### src/rtl/norm_pkg.sv
// Shared types and defaults for the norm sequencer.
package norm_pkg;

    localparam int BW  = 4;
    localparam int LEN = 8;

    typedef enum logic [2:0] {
        ST_LOAD      = 3'd0,
        ST_DIV_ISSUE = 3'd1,
        ST_DIV_WAIT  = 3'd2,
        ST_EMIT      = 3'd3,
        ST_CLEAR     = 3'd4
    } state_e;

    localparam logic [2:0] LOAD      = ST_LOAD;
    localparam logic [2:0] DIV_ISSUE = ST_DIV_ISSUE;
    localparam logic [2:0] DIV_WAIT  = ST_DIV_WAIT;
    localparam logic [2:0] EMIT      = ST_EMIT;
    localparam logic [2:0] CLEAR     = ST_CLEAR;

    function automatic int result_width(input int w);
        return 2 * w;
    endfunction

endpackage

### src/rtl/norm_seq.sv
// Loads a sample vector into norm, then requests and forwards one normalized
// result per sample, clearing norm once the last result has been taken.
module norm_seq
    import norm_pkg::*;
#(
    parameter int bw  = BW,
    parameter int len = LEN,
    parameter int cw  = $clog2(len + 1)
) (
    input  logic                          clk,
    input  logic                          reset,
    input  logic                          s_valid,
    output logic                          s_ready,
    input  logic [bw-1:0]                 s_data,
    input  logic                          s_last,
    output logic                          m_valid,
    input  logic                          m_ready,
    output logic [result_width(bw)-1:0]   m_data,
    output logic                          m_last,
    output logic                          n_wr,
    output logic [bw-1:0]                 n_in,
    output logic                          n_div,
    input  logic                          n_full,
    input  logic                          n_ready,
    input  logic [result_width(bw)-1:0]   n_out,
    output logic                          n_clr,
    output logic                          busy
);

    localparam logic [cw-1:0] last_cnt = cw'(len - 1);

    logic [2:0]    state;
    logic [cw-1:0] cnt;
    logic [cw-1:0] nvec;
    logic [cw-1:0] idx;
    logic          nz;
    logic          wait_first;

    always_comb begin
        s_ready = !reset && (state == LOAD) && !n_full;
        n_wr    = s_valid && s_ready;
        n_in    = s_data;
        n_div   = !reset && (state == DIV_ISSUE) && n_ready;
        n_clr   = !reset && (state == CLEAR);
        busy    = !reset && !((state == LOAD) && (cnt == '0));
    end

    always_ff @(posedge clk) begin
        if (reset) begin
            state      <= LOAD;
            cnt        <= '0;
            nvec       <= '0;
            idx        <= '0;
            nz         <= 1'b0;
            wait_first <= 1'b0;
            m_valid    <= 1'b0;
            m_data     <= '0;
            m_last     <= 1'b0;
        end else begin
            case (state)
                LOAD: begin
                    if (n_wr) begin
                        cnt <= cnt + 1'b1;
                        nz  <= nz | (s_data != '0);
                        if (s_last || (cnt == last_cnt)) begin
                            nvec  <= cnt + 1'b1;
                            idx   <= '0;
                            state <= DIV_ISSUE;
                        end
                    end
                end
                DIV_ISSUE: begin
                    if (n_ready) begin
                        wait_first <= 1'b1;
                        state      <= DIV_WAIT;
                    end
                end
                DIV_WAIT: begin
                    // n_ready can still be stale-high the cycle right after the pulse
                    if (wait_first) begin
                        wait_first <= 1'b0;
                    end else if (n_ready) begin
                        m_data  <= nz ? n_out : '0;
                        m_last  <= (idx == nvec - 1'b1);
                        m_valid <= 1'b1;
                        state   <= EMIT;
                    end
                end
                EMIT: begin
                    if (m_ready) begin
                        m_valid <= 1'b0;
                        idx     <= idx + 1'b1;
                        state   <= m_last ? CLEAR : DIV_ISSUE;
                    end
                end
                CLEAR: begin
                    cnt   <= '0;
                    nz    <= 1'b0;
                    state <= LOAD;
                end
                default: state <= LOAD;
            endcase
        end
    end

endmodule

### config.mk
export PLATFORM = sky130hd
export DESIGN_NAME = norm_seq
export DESIGN_NICKNAME = d
export VERILOG_FILES = /design/src/rtl/norm_pkg.sv /design/src/rtl/norm_seq.sv
export SDC_FILE = /design/constraint.sdc
export NUM_CORES = 1
export LEC_CHECK = 0
export CORE_AREA = 4 4 62 64
export CTS_BUF_LIST = sky130_fd_sc_hd__clkbuf_8
export DETAILED_ROUTE_END_ITERATION = 16
export DIE_AREA = 0 0 66 68
export HOLD_SLACK_MARGIN = 0.12
export PLACE_DENSITY = 0.82
export REMOVE_ABC_BUFFERS = 1
export SETUP_SLACK_MARGIN = 0.05
export SYNTH_ARGS = -nofsm -noshare
export SYNTH_HDL_FRONTEND = slang
export SYNTH_SLANG_ARGS = --single-unit
export TNS_END_PERCENT = 1
### constraint.sdc
create_clock -name clk -period 1.5 [get_ports clk]
set_input_delay 0.3 -clock clk [delete_from_list [all_inputs] [get_ports clk]]
set_output_delay 0.3 -clock clk [all_outputs]
set_load 0.01 [all_outputs]
==> flow_summary.ini <==
[grt]
globalRouteOverflowTotal = 0
grt_pass1_vias = 1334
grt_pass1_wl_um = 5950
grt_start_max_net_pins = 16
grt_usage_pct = 16.9
antenna_found_initial = 0

[synthesis]
synth_cell_types = 39
yosys.area.top_type_share_pct = 37.7
synth_top_area_cell = dfxtp_1
synth-seq-area-share_pct = 37.7
yosysWarnings = 0
synth_seq_cells = 27
synth_area_per_cell_sq_um = 8.65
synth_area_leaders = dfxtp_1 (38%), a21oi_1 (5.9%), nand3_1 (4.5%), nor2_1 (4.4%), nand2_1 (3.7%)
synth_area_sq_mm = 0.00144
synthesis.instances = 166

[sta]
rsz0062_at_grt = yes
setup_viol = 4
fin_setup_tns_ns = -0.107
fmax_mhz = 648
fin_ws_ns = -0.0440
relSlewSlack_pct = 75.6
min_period_over_period_pct = 103
skew_ns = 0.00508
worstMarginPinSlew_ns = 0.366
maxSlewViolCount = 0
period_needed_ns = 1.54
hold_viol = 0

[pwr]
vdd_ir_drop_max_mv = 0.419
cellPowerDensity_mw_per_mm2 = 673
p_leak_nw = 0.909

[critical_path]
end_kind = output port
slowest_stage = dfxtp_2
arrival_ns = 1.24
crit_type = reg -> out
path_cells = buf_6 > nand2_2 > nor3_2 > buf_2
cp_data_required_time_ns = 1.20
crit_path_max_incr_delay_ns = 0.41
r2r_cells = 5
startpoint_type = register
path_max_fanout = 15

[placed_design]
placed_area_sq_mm = 0.00198
place.gp.congestion = 0.872
portBuffers = 37
dp_hpwl_um = 2720

[floorplanning]
initial_core_util_pct = 43.7
num_rows = 21
die_w_um = 66
fp.dieH_um = 68
ios = 38
die_area_sq_mm = 0.00449
core_sq_mm = 0.00328

[run]
maxCapViolations = 0

[drt]
post_drt_via_cell_ratio = 5.07
ant_nets = 0
first_iter_violations = 81
vias = 1373
drt_wl_total_um = 3830
drc = 0
firstDrtPassIters = 4
wl_per_cell_um = 14.1

[hold_path]
hp-class = reg -> reg
whs_path_depth = 2

[outcome]
status = complete, but fails checks
violations = negative setup slack

[cells_and_area]
fill_cells = 268
final_common_cell = buf_4
layout.nets = 249
final_cell_mix = buf_4 (25), dfxtp_1 (22), dlygate4sd2_1 (17)
antenna_cells = 0
drive_gt1_share_pct = 29.3
stdcell_area_sq_mm = 0.00215
area_growth_pct = 50.1

[clock_tree]
cts_tree = built
clk_latency_ns = 0.27
numCtsBuffers = 3
cts-root-to-sink-buffers = 2
numClockSinks = 27
cts-root-buf = clkbuf_8
htreeDepth = 1
clkTransAtPathRegs_ns = 0.09
registers in the layout (all words and copies together), names as in the netlist:
signal      cells
wait_first      1
m_data          8
nz              1
nvec            4
state           3
cnt             4
idx             4
m_valid         1
m_last          1
cells by family after synthesis:
family,after synthesis,share of synthesized area [%]
AND/OR/NAND/NOR,71,27.3
XOR/XNOR,10,6.10
multiplexers,5,3.49
AO/OA/AOI/OAI,30,14.8
buffers and inverters,19,7.15
adder cells (fa/ha/maj),4,3.49
flip-flops,27,37.7
cells in the mapped netlist:
cell and number:
mux2i_1 5, nor2b_1 3, a2111oi_4 1, nor4b_4 1
nor3b_1 1, or3_1 2, nor2_1 17, a31oi_1 2
clkbuf_1 3, a311oi_1 3, o211ai_4 1, nand2b_1 5
buf_2 4, and3_1 1, inv_1 5, nor3_2 1
and2_1 1, or3b_2 1, and3b_1 2, a21oi_1 17
ha_1 4, or2_2 1, buf_4 5, nand2_1 14
a21o_1 1, buf_6 1, a211oi_1 2, o21ai_0 2
nand4b_1 2, buf_1 1, or4bb_1 1, nor3_1 3
o21bai_1 1, xnor2_1 5, xor2_1 5, dfxtp_1 27
or4_1 1, nand3_1 13, nor4bb_1 1
per-layer routing:
metal / routed length [um] / part of all wire [%] / up-vias / global-route usage (%)
li1: - / - / 692 / -
met1: 1570 / 41 / 642 / 19.9
met2: 2070 / 54 / 33 / 31.9
met3: 168 / 4.4 / 6 / 3.28
met4: 29 / 0.76 / 0 / 3.05
met5: 0 / 0 / - / 0
worst max-delay path, delay by kind of cell (launching register included):
kind                   cells  cell delay (ns)
buffers and inverters      2             0.35
flip-flops                 1             0.41
AND/OR/NAND/NOR            2             0.21
per-stage QoR:
step                setup slack [ns]  cells  total power [mW]  hold slack [ns]  utilization [%]
floorplan                  0.0000488    152             0.856            0.364                -
global placement              -0.644    262              1.03            0.438             60.3
detailed placement            -0.635    262              1.03            0.449             60.3
CTS                           -0.122    267              1.44            0.462             63.0
global route                  -0.128    271              1.53            0.489             65.6
finish                       -0.0440    271              1.45            0.461             65.6
report_power, final:
part	switching [mW]	total [mW]	internal, mW
sequential	0.0178	0.747	0.730
clock	0.222	0.408	0.186
combinational	0.132	0.294	0.163
cell type report:
type / count / area (sq um) / share of cell area, %
multi-input combinational: 120 / 887 / 41.2
timing repair buffer: 69 / 593 / 27.5
sequential: 27 / 552 / 25.6
tap: 46 / 57.6 / 2.67
clock buffer: 3 / 41.3 / 1.92
inverter: 5 / 18.8 / 0.871
clock inverter: 1 / 5.00 / 0.232
timing repair:
action,in CTS,in global routing
gates cloned,0,0
hold buffers,0,0
pin swaps,10,12
setup buffers,1,4
resized for setup,52,19
setup endpoints to repair,38,24
worst paths after layout:
| path | from | end | slack (ns) |
|---|---|---|---|
| hold / removal | m_data[7] | m_data[7] | 0.46 |
| setup reg to reg | state[2] | state[0] | -0.02 |
| hold reg to reg | m_data[7] | m_data[7] | 0.46 |
| setup / recovery | state[0] | n_div | -0.04 |
Note: power is estimated with default switching activity, not from simulation.
